==> config.mk <==
export PLATFORM = sky130hd
export DESIGN_NAME = fp_add_requester_flat
export DESIGN_NICKNAME = d
export VERILOG_FILES = /design/src/rtl/fp_pkg.sv /design/src/rtl/fp_add_requester_if.sv /design/src/rtl/fp_result_slot.sv /design/src/rtl/fp_add_requester.sv /design/src/flat_wrapper.sv
export SDC_FILE = /design/constraint.sdc
export NUM_CORES = 1
export LEC_CHECK = 0
export BUFFER_PORTS_ARGS = -buffer_cell sky130_fd_sc_hd__buf_2
export CORE_ASPECT_RATIO = 0.8
export CORE_MARGIN = 2
export CORE_UTILIZATION = 47
export CTS_CLUSTER_SIZE = 14
export DETAILED_ROUTE_END_ITERATION = 10
export MAX_ROUTING_LAYER = met4
export PLACE_DENSITY = 0.79
export SETUP_SLACK_MARGIN = 0.1
export SLEW_MARGIN = 20
export SYNTH_ARGS = -nofsm -noshare
export SYNTH_HDL_FRONTEND = slang
export SYNTH_SLANG_ARGS = --single-unit
==> constraint.sdc <==
create_clock -name CLK -period 1.8 [get_ports CLK]
set_input_delay 0.18 -clock CLK [delete_from_list [all_inputs] [get_ports CLK]]
set_output_delay 0.18 -clock CLK [all_outputs]
set_load 0.1 [all_outputs]
==> src/rtl/fp_pkg.sv <==
// ---------------------------------------------------------------------------
// fp_pkg
// Shared definitions for the floating-point adder requester:
//   - single-precision field widths
//   - default watchdog limit and counter width
//   - requester FSM state type
//   - small helper used by the FSM and by the result slot
// ---------------------------------------------------------------------------
package fp_pkg;

   localparam int FP_W       = 32;
   localparam int FP_EXP_W   = 8;
   localparam int FP_MAN_W   = 23;
   localparam int FP_TIMEOUT = 1023;
   localparam int FP_CW      = 10;

   typedef enum logic [2:0] {
      S_IDLE,
      S_ISSUE,
      S_WAIT_LOW,
      S_WAIT_HIGH,
      S_CAPTURE,
      S_ERR
   } req_state_t;

   // A single-entry slot can take new data when it is empty or is being
   // drained in the same cycle.
   function automatic logic slot_free(input logic valid, input logic ready);
      return !valid || ready;
   endfunction

endpackage

==> src/rtl/fp_add_requester_if.sv <==
// ---------------------------------------------------------------------------
// fp_add_requester_if
// Bundles every handshake/data signal of fp_add_requester.
//   Operand stream : in_valid, in_ready, in_a, in_b
//   Adder control  : start, done, op_a, op_b, res_in
//   Result stream  : out_valid, out_ready, out_result
//   Error          : timeout_err, clr_err
// master = requester view, slave = environment (source/adder/consumer) view.
// ---------------------------------------------------------------------------
interface fp_add_requester_if
   import fp_pkg::*;
#(
   parameter int W = FP_W
);

   logic         in_valid;
   logic         in_ready;
   logic [W-1:0] in_a;
   logic [W-1:0] in_b;
   logic         start;
   logic         done;
   logic [W-1:0] op_a;
   logic [W-1:0] op_b;
   logic [W-1:0] res_in;
   logic         out_valid;
   logic         out_ready;
   logic [W-1:0] out_result;
   logic         timeout_err;
   logic         clr_err;

   modport master (
      input  in_valid, in_a, in_b, done, res_in, out_ready, clr_err,
      output in_ready, start, op_a, op_b, out_valid, out_result, timeout_err
   );

   modport slave (
      output in_valid, in_a, in_b, done, res_in, out_ready, clr_err,
      input  in_ready, start, op_a, op_b, out_valid, out_result, timeout_err
   );

endinterface

==> src/rtl/fp_result_slot.sv <==
// ---------------------------------------------------------------------------
// fp_result_slot
// Single-entry valid/ready output register. A load in the same cycle as a
// consume keeps valid high with the new data.
// Ports:
//   clk_i, rst_ni : clock, asynchronous active-low reset
//   load_i        : capture data_i this cycle (caller only loads when free_o)
//   data_i        : data to capture
//   ready_i       : consumer accepts the current entry
//   valid_o       : entry valid
//   data_o        : entry data, stable while valid_o & !ready_i
//   free_o        : slot can take a load this cycle
// ---------------------------------------------------------------------------
module fp_result_slot
   import fp_pkg::*;
#(
   parameter int W = FP_W
) (
   input  logic         clk_i,
   input  logic         rst_ni,
   input  logic         load_i,
   input  logic [W-1:0] data_i,
   input  logic         ready_i,
   output logic         valid_o,
   output logic [W-1:0] data_o,
   output logic         free_o
);

   logic         valid_q, valid_d;
   logic [W-1:0] data_q,  data_d;

   always_ff @(posedge clk_i or negedge rst_ni) begin
      if (!rst_ni) begin
         valid_q <= 1'b0;
         data_q  <= '0;
      end else begin
         valid_q <= valid_d;
         data_q  <= data_d;
      end
   end

   always_comb begin
      valid_d = valid_q;
      data_d  = data_q;
      if (valid_q && ready_i) begin
         valid_d = 1'b0;
      end
      // Load wins over consume so a back-to-back result is not lost.
      if (load_i) begin
         valid_d = 1'b1;
         data_d  = data_i;
      end
   end

   assign valid_o = valid_q;
   assign data_o  = data_q;
   assign free_o  = slot_free(valid_q, ready_i);

endmodule

==> src/rtl/fp_add_requester.sv <==
// ---------------------------------------------------------------------------
// fp_add_requester
// Initiator for the fp adder start/done handshake. Accepts an operand pair,
// pulses start for one cycle, holds the operands, waits for done to fall and
// rise again, then hands the result to a single-entry output slot. A
// watchdog raises a sticky timeout_err if done does not come back in time.
// Ports:
//   CLK : clock, rising edge
//   rst : asynchronous active-low reset
//   bus : fp_add_requester_if.master (operand stream, adder control,
//         result stream, error flag/clear)
// CW must satisfy 2**CW > TIMEOUT.
// ---------------------------------------------------------------------------
module fp_add_requester
   import fp_pkg::*;
#(
   parameter int W       = FP_W,
   parameter int TIMEOUT = FP_TIMEOUT,
   parameter int CW      = FP_CW
) (
   input  logic                CLK,
   input  logic                rst,
   fp_add_requester_if.master  bus
);

   localparam logic [CW-1:0] TO_CNT = CW'(TIMEOUT);

   req_state_t   state_q, state_d;
   logic [CW-1:0] wd_q, wd_d;
   logic         err_q, err_d;
   logic         alive_q;
   logic [W-1:0] op_a_q, op_a_d;
   logic [W-1:0] op_b_q, op_b_d;

   logic         in_ready_c;
   logic         start_c;
   logic         load_c;
   logic         slot_free_c;
   logic         slot_valid;
   logic [W-1:0] slot_data;

   always_ff @(posedge CLK or negedge rst) begin
      if (!rst) begin
         state_q <= S_IDLE;
         wd_q    <= '0;
         err_q   <= 1'b0;
         alive_q <= 1'b0;
         op_a_q  <= '0;
         op_b_q  <= '0;
      end else begin
         state_q <= state_d;
         wd_q    <= wd_d;
         err_q   <= err_d;
         // Keeps in_ready low until the first clock after reset release.
         alive_q <= 1'b1;
         op_a_q  <= op_a_d;
         op_b_q  <= op_b_d;
      end
   end

   always_comb begin
      state_d    = state_q;
      wd_d       = wd_q;
      err_d      = err_q;
      op_a_d     = op_a_q;
      op_b_d     = op_b_q;
      in_ready_c = 1'b0;
      start_c    = 1'b0;
      load_c     = 1'b0;

      case (state_q)
         S_IDLE: begin
            // done=0 here means the adder is still busy elsewhere.
            in_ready_c = alive_q && bus.done && !err_q;
            if (in_ready_c && bus.in_valid) begin
               op_a_d  = bus.in_a;
               op_b_d  = bus.in_b;
               state_d = S_ISSUE;
            end
         end
         S_ISSUE: begin
            // The adder only advances once start drops, so one cycle only.
            start_c = 1'b1;
            wd_d    = '0;
            state_d = S_WAIT_LOW;
         end
         S_WAIT_LOW: begin
            wd_d = wd_q + 1'b1;
            if (wd_q == TO_CNT) begin
               err_d   = 1'b1;
               state_d = S_ERR;
            end else if (!bus.done) begin
               state_d = S_WAIT_HIGH;
            end
         end
         S_WAIT_HIGH: begin
            wd_d = wd_q + 1'b1;
            // done checked first: a rise on the limit cycle is a success.
            if (bus.done) begin
               if (slot_free_c) begin
                  load_c  = 1'b1;
                  state_d = S_IDLE;
               end else begin
                  state_d = S_CAPTURE;
               end
            end else if (wd_q == TO_CNT) begin
               err_d   = 1'b1;
               state_d = S_ERR;
            end
         end
         S_CAPTURE: begin
            // Adder is idle, so res_in stays valid while we wait.
            if (slot_free_c) begin
               load_c  = 1'b1;
               state_d = S_IDLE;
            end
         end
         S_ERR: begin
            if (bus.clr_err) begin
               err_d   = 1'b0;
               state_d = S_IDLE;
            end
         end
         default: begin
            state_d = S_IDLE;
         end
      endcase
   end

   fp_result_slot #(
      .W (W)
   ) u_slot (
      .clk_i   (CLK),
      .rst_ni  (rst),
      .load_i  (load_c),
      .data_i  (bus.res_in),
      .ready_i (bus.out_ready),
      .valid_o (slot_valid),
      .data_o  (slot_data),
      .free_o  (slot_free_c)
   );

   assign bus.in_ready    = in_ready_c;
   assign bus.start       = start_c;
   assign bus.op_a        = op_a_q;
   assign bus.op_b        = op_b_q;
   assign bus.out_valid   = slot_valid;
   assign bus.out_result  = slot_data;
   assign bus.timeout_err = err_q;

endmodule

==> src/flat_wrapper.sv <==
// flat-port wrapper written by rule: the top's interface ports become plain ports
module fp_add_requester_flat import fp_pkg::*;
#(
   parameter int W       = FP_W,
   parameter int TIMEOUT = FP_TIMEOUT,
   parameter int CW      = FP_CW
)
  (CLK, rst, bus_in_valid, bus_in_a, bus_in_b, bus_done, bus_res_in, bus_out_ready, bus_clr_err, bus_in_ready, bus_start, bus_op_a, bus_op_b, bus_out_valid, bus_out_result, bus_timeout_err);
  fp_add_requester_if #(.W(W)) bus_i ();
  input  logic CLK;
  input  logic rst;
  input wire logic [$bits(bus_i.in_valid)-1:0] bus_in_valid;
  input wire logic [$bits(bus_i.in_a)-1:0] bus_in_a;
  input wire logic [$bits(bus_i.in_b)-1:0] bus_in_b;
  input wire logic [$bits(bus_i.done)-1:0] bus_done;
  input wire logic [$bits(bus_i.res_in)-1:0] bus_res_in;
  input wire logic [$bits(bus_i.out_ready)-1:0] bus_out_ready;
  input wire logic [$bits(bus_i.clr_err)-1:0] bus_clr_err;
  output wire logic [$bits(bus_i.in_ready)-1:0] bus_in_ready;
  output wire logic [$bits(bus_i.start)-1:0] bus_start;
  output wire logic [$bits(bus_i.op_a)-1:0] bus_op_a;
  output wire logic [$bits(bus_i.op_b)-1:0] bus_op_b;
  output wire logic [$bits(bus_i.out_valid)-1:0] bus_out_valid;
  output wire logic [$bits(bus_i.out_result)-1:0] bus_out_result;
  output wire logic [$bits(bus_i.timeout_err)-1:0] bus_timeout_err;
  assign bus_i.in_valid = bus_in_valid;
  assign bus_i.in_a = bus_in_a;
  assign bus_i.in_b = bus_in_b;
  assign bus_i.done = bus_done;
  assign bus_i.res_in = bus_res_in;
  assign bus_i.out_ready = bus_out_ready;
  assign bus_i.clr_err = bus_clr_err;
  assign bus_in_ready = bus_i.in_ready;
  assign bus_start = bus_i.start;
  assign bus_op_a = bus_i.op_a;
  assign bus_op_b = bus_i.op_b;
  assign bus_out_valid = bus_i.out_valid;
  assign bus_out_result = bus_i.out_result;
  assign bus_timeout_err = bus_i.timeout_err;
  fp_add_requester #(.W(W), .TIMEOUT(TIMEOUT), .CW(CW)) u_core (.CLK(CLK), .rst(rst), .bus(bus_i));
endmodule
## Word-level counts from Yosys, hierarchy flattened

Index checks and enable logic that the tools add are counted.

| word-level totals | value |
|---|---|
| register bits | 112 |
| output and inout bits | 100 |
| logic and storage cells | 57 |

| cells by class | value |
|---|---|
| $add $sub $neg | 1 |
| eq/ne operators | 12 |
| mux-type cells | 21 |
| reduce and logical (&&, ||, !) cells | 15 |

Operator list:

| cell | count |
|---|---|
| 3-bit 2-to-1 mux | 8 |
| 10-bit one-hot mux with 2 select lines | 1 |
| 3-bit one-hot mux with 6 select lines | 1 |
| 10-bit by 1-bit adder with 10-bit output, second input constant | 1 |
| 10-bit equality test, second input constant | 1 |
| 1-bit 2-to-1 mux | 9 |
| 3-bit by 2-bit equality test with 1-bit output, second input constant | 2 |
| 3-bit equality test, second input constant | 2 |
| 3-bit by 2-bit != test with 1-bit output, second input constant | 2 |
| 5-bit AND reduction | 1 |
| 1-bit logical AND | 4 |
| 2-bit by 1-bit != test with 1-bit output, second input constant | 2 |
| 2-bit != test, second input constant | 2 |
| 2-bit nonzero test | 2 |
| 3-bit by 1-bit equality test with 1-bit output, second input constant | 1 |
| 3-bit logical NOT | 1 |
| 1-bit one-hot mux with 3 select lines | 1 |
| 3-bit AND reduction | 1 |
| 3-bit nonzero test | 1 |
| 1-bit logical NOT | 2 |
| 1-bit one-hot mux with 2 select lines | 1 |
| 2-bit AND reduction | 1 |
| 2-bit OR reduction | 1 |
| 1-bit logical OR | 1 |

## Longest topological paths before layout

| depth | value |
|---|---|
| depth in word-level cells | 6 |
| mapped depth | 6 |
| mapped depth without buffers | 5 |

## By module

From an unflattened synthesis, not the netlist that was laid out.

| second synthesis, totals | value |
|---|---|
| cell total of the unflattened synthesis | 295 |
| area, all modules | 4893.4 µm² |

Modules (own cells, without submodules):

| module | instances | cells an instance | area an instance (µm²) |
|---|---|---|---|
| fp_add_requester | 1 | 224 | 3514.6 |
| fp_result_slot | 1 | 71 | 1378.8 |

## Least setup slack after synthesis

No wires, ideal clock.

| path | value |
|---|---|
| path kind | register -> register |
| from | register u_core.err_q, in the netlist u_core.bus.timeout_err |
| to | register u_core.op_a_q[6], in the netlist u_core.bus.op_a[6] |
| setup time | 0.125 ns |
| arrival | 3.139 ns |
| data required time | 1.675 ns |
| setup slack | -1.465 ns |
| stages on the path, launching flop included | 6 |
| path buffers | 1 |
| clock period less this slack | 3.265 ns |
| path through | dfrtp_1 > nand4bb_1 > nor3_2 > nand2_4 > buf_6 > mux2_4 |

| between the ends | value |
|---|---|
| word-level cells in the longest chain between the ends | 4 |

RTL lines:

| item | RTL line | source |
|---|---|---|
| start, declared | fp_add_requester.sv:30 | `logic err_q, err_d;` |
| start signal, assigned | fp_add_requester.sv:53 | `err_q <= err_d;` |
| 1-bit logical NOT | fp_add_requester.sv:74 | `in_ready_c = alive_q && bus.done && !err_q;` |
| 1-bit logical AND | fp_add_requester.sv:74 |  |
| 1-bit logical AND | fp_add_requester.sv:75 | `if (in_ready_c && bus.in_valid) begin` |
| 2-bit AND reduction (no line) | n/a |  |
| end signal, assigned | fp_add_requester.sv:56 | `op_a_q <= op_a_d;` |
| end, declared | fp_add_requester.sv:32 | `logic [W-1:0] op_a_q, op_a_d;` |

Every way passes these cells.
A chain may end at the register's enable or synchronous reset.

## Worst setup path after layout

| path | value |
|---|---|
| from | register u_core.state_q[2] |
| to | register u_core.u_slot.data_q[8], in the netlist u_core.u_slot.data_o[8] |

| between the ends | value |
|---|---|
| word-level cells in the longest chain between the ends | 2 |
| elaborated cells on any way between the ends | 3 |

RTL lines:

| item | RTL line | source |
|---|---|---|
| start, declared | fp_add_requester.sv:28 | `req_state_t state_q, state_d;` |
| start signal, assigned | fp_add_requester.sv:51 | `state_q <= state_d;` |
| 3-bit equality test / 3-bit by 2-bit equality test with 1-bit output (equally long branches) | fp_add_requester.sv:71 | `case (state_q)` |
| 1-bit one-hot mux with 2 select lines (*) | fp_add_requester.sv:71 |  |
| end signal, assigned | fp_result_slot.sv:38 | `data_q <= data_d;` |
| end, declared | fp_result_slot.sv:30 | `logic [W-1:0] data_q, data_d;` |

Mark *: on every way between the ends. The rest lies on a longest branch, timed or not.

==> metrics.csv <==
stage,metric,value,unit
setup_path,critical-path-max-stage-delay,0.39,ns
finish,layout.core_utilization,69.0,%
sta,max_freq,575,MHz
setup_path,critical_path_buf_inv_count,2,
setup_path,worstPathArrival,1.96,ns
sta,setup_viol,0,
floorplan,dieHeight,91.6,µm
global_routing,wire_length_of_the_first_global_routing_pass,15600,µm
run,max_cap_viol_count,0,
sta,setup_repair_after_global_routing_missed_its_margin,true,
synthesis,synth.largest_area_cell,sky130_fd_sc_hd__dfrtp_1,
route,post_drt_antenna_nets,0,
setup_path,timing.critical_path.max_delay_family,simple AND/OR/NAND/NOR gates,
synthesis,net_count_after_synthesis,406,
clocking,clk_root_buffer_cell,sky130_fd_sc_hd__clkbuf_16,
setup_path,critPathCaptureType,register,
min_path,hold-path-cell-count,2,
placement,hpwlAfterDp,7630,µm
global_routing,antenna_found_initial,0,
sta,number_of_pins_exceeding_their_max_slew_limit_in_the_final_report,0,
synthesis,yosys_warnings,0,
sta,final_min_period_over_clock_period,96.6,%
placement,gp_congestion,0.819,
clocking,cts_htree_levels,3,
sta,hold_viol_final,0,
route,wire_per_inst,16.8,µm
synthesis,synth.cells.most_frequent,"sky130_fd_sc_hd__dfrtp_1 (112), sky130_fd_sc_hd__mux2_2 (90), sky130_fd_sc_hd__o21ai_0 (13)",
floorplan,num_rows,31,
placement,place.port_buffers,201,
placement,placed_cells,620,
synthesis,netlist_area_before_placement,0.00451,mm²
sta,finalWorstPathRequiredPeriod,1.74,ns
clocking,clock_slew_at_the_register_clock_pins_of_the_worst_setup_and_hold_paths,0.07,ns
global_routing,globalRouteTotalUtil,19.8,%
setup_path,r2r_cells,6,
route,drc,0,
min_path,worstHoldPathType,input pin to register,
outcome,outcome,"finished, final reports clean",
setup_path,crit_type,register to register,
route,route.final.wire_length,10900,µm
synthesis,asyncSetResetFlopFracSynth,100,%
setup_path,critical_path.slowest_cell,sky130_fd_sc_hd__dfrtp_1,
synthesis,yosys.area.top_type_share,62.2,%
synthesis,synth.most_common_cell,sky130_fd_sc_hd__dfrtp_1,
global_routing,grt_max_degree,44,
setup_path,data_required_time_of_the_critical_path,2.02,ns
floorplan,top_level_ports,202,
clocking,cts_tree,yes,
floorplan,dieArea,0.0104,mm²
synthesis,synth_seq_area_share,62.2,%
global_routing,globalRoute.totalOverflow,0,
floorplan,die_width,113,µm
synthesis,synth_edf_count,0,
synthesis,dominantRegCellSynth,sky130_fd_sc_hd__dfrtp_1,
setup_path,crit_path_cell_trace,buf_6 -> and4b_1 -> a21oi_2 -> nor2_4 -> clkbuf_16 -> mux2_4,
setup_path,crit_fanout,8,
clocking,worst_skew_pair.late_latency,0.34,ns
synthesis,synthesis.area_per_instance,14.9,µm²
sta,worst_clock_skew_on_the_final_layout,0.00640,ns
finish,layout-area-overhead-vs-synth,40.8,%
setup_path,worst_setup_path_start_kind,register,
floorplan,core_region_area,0.00919,mm²
synthesis,postSynthRegisterBits,112,
global_routing,grt_pass1_vias,3186,
synthesis,syn_inst,303,
route,drtIter0Drc,186,
clocking,cts_inserted_buffers,9,
clocking,clkSinkCount,112,
finish,post_layout_nonfiller_instances,649,
synthesis,post_synth_main_area_contributors,"sky130_fd_sc_hd__dfrtp_1 (62%), sky130_fd_sc_hd__mux2_2 (22%), sky130_fd_sc_hd__mux2_4 (1.7%), sky130_fd_sc_hd__buf_6 (1.5%), sky130_fd_sc_hd__o21ai_0 (1.4%)",
finish,drive_gt1_share,65.7,%
synthesis,netlist-cell-type-count,40,
finish,nNetsFinal,632,
clocking,clockBufferDepth,2,
route,drt_first_pass_iters,4,
floorplan,initial_core_util,49.0,%
finish,antenna-diode-count,0,
route,dr_total_vias,3306,
route,drt-vias-per-instance,5.09,
setup_path,critical_path_cell_count,6,
## cell usage in the layout, fill, tap and decap left out, drive strengths merged, types with 2 or more instances in the layout
cell type / n
clkbuf: 15
buf: 224
nor3: 6
a21oi: 4
nor2b: 3
mux2i: 2
dfrtp: 112
o21ai: 13
xnor2: 2
inv: 4
a31oi: 3
nand3: 2
nand2b: 4
nor2: 9
mux2: 97
nand4: 2
nand2: 13
clkinvlp: 2
## registers in the layout (all words and copies together), names as in the netlist
| register | cells |
|---|---|
| u_core.alive_q | 1 |
| u_core.u_slot.data_o | 32 |
| u_core.state_q | 3 |
| u_core.bus.op_a | 32 |
| u_core.wd_q | 10 |
| u_core.u_slot.valid_o | 1 |
| u_core.bus.op_b | 32 |
| u_core.bus.timeout_err | 1 |
## final timing paths
| path | slack, ns | startpoint | to |
|---|---|---|---|
| setup / recovery | 0.06 | u_core.state_q[2] | u_core.u_slot.data_o[8] |
| min in group asynchronous | 0.36 | rst | u_core.bus.op_a[14] |
| max in group asynchronous | 0.84 | rst | u_core.bus.op_b[15] |
| setup reg to reg | 0.06 | u_core.state_q[2] | u_core.u_slot.data_o[8] |
| hold reg to reg | 0.50 | u_core.bus.op_b[29] | u_core.bus.op_b[29] |
| hold / removal | 0.07 | bus_in_b[4] | u_core.bus.op_b[4] |
## metal layers
metal / global-route usage (%) / vias to the layer above / part of all wire (%)
li1: - / 1523 / -
met5: - / - / 0
met2: 33.2 / 129 / 52
met3: 5.74 / 16 / 5.9
met4: 7.22 / 0 / 1.3
met1: 22.6 / 1638 / 40
## cells by family (layout without fill, tap and decap cells)
family / after synthesis / after routing / synth area share (%)
AOI/OAI and AO/OA: 27 / 27 / 3.75
xor gates and xnor gates: 2 / 2 / 0.389
buffers and inverters: 16 / 247 / 2.66
DFF: 112 / 112 / 62.2
other: 1 / 1 / 0.0832
adders and majority gates: 1 / 1 / 0.278
muxes: 99 / 99 / 25.1
and+or+nand+nor: 45 / 45 / 5.55
## repair_timing
| item | CTS | global route |
|---|---|---|
| pin swaps | 1 | 2 |
| hold endpoints to repair | 34 | 0 |
| setup buffers | 0 | 8 |
| gates cloned | 0 | 4 |
| hold buffers | 1 | 0 |
| gates resized for setup | 2 | 33 |
| endpoints found under the setup margin | 37 | 57 |
## worst register-to-register path: stages (launching register included)
cell,delay [ns]
sky130_fd_sc_hd__dfrtp_1,0.39
sky130_fd_sc_hd__buf_6,0.14
sky130_fd_sc_hd__and4b_1,0.25
sky130_fd_sc_hd__a21oi_2,0.05
sky130_fd_sc_hd__nor2_4,0.25
sky130_fd_sc_hd__clkbuf_16,0.24
sky130_fd_sc_hd__mux2_4,0.31
## metrics by stage
step	setup TNS, ns	hold slack [ns]	worst slack (ns)	cell area [µm²]
floorplan	-47.73	-0.116	-0.780	4550
global placement	0	0.172	0.0949	5780
detailed placement	0	0.174	0.0224	5780
CTS	0	0.0382	0.0722	6070
global route	0	0.0457	0.000942	6340
finish	0	0.0669	0.0606	6340
## cell type report
cell class | instances | area, µm²
clock buffer | 12 | 246
clock inverter | 4 | 28.8
fill | 662 | 2850
inverter | 3 | 11.3
multi-input combinational | 175 | 1750
sequential | 112 | 2810
tap | 115 | 144
timing repair buffer | 228 | 1360
Power is not shown: default switching activity piles up to over one toggle a cycle in this logic, so the estimate is an artifact.
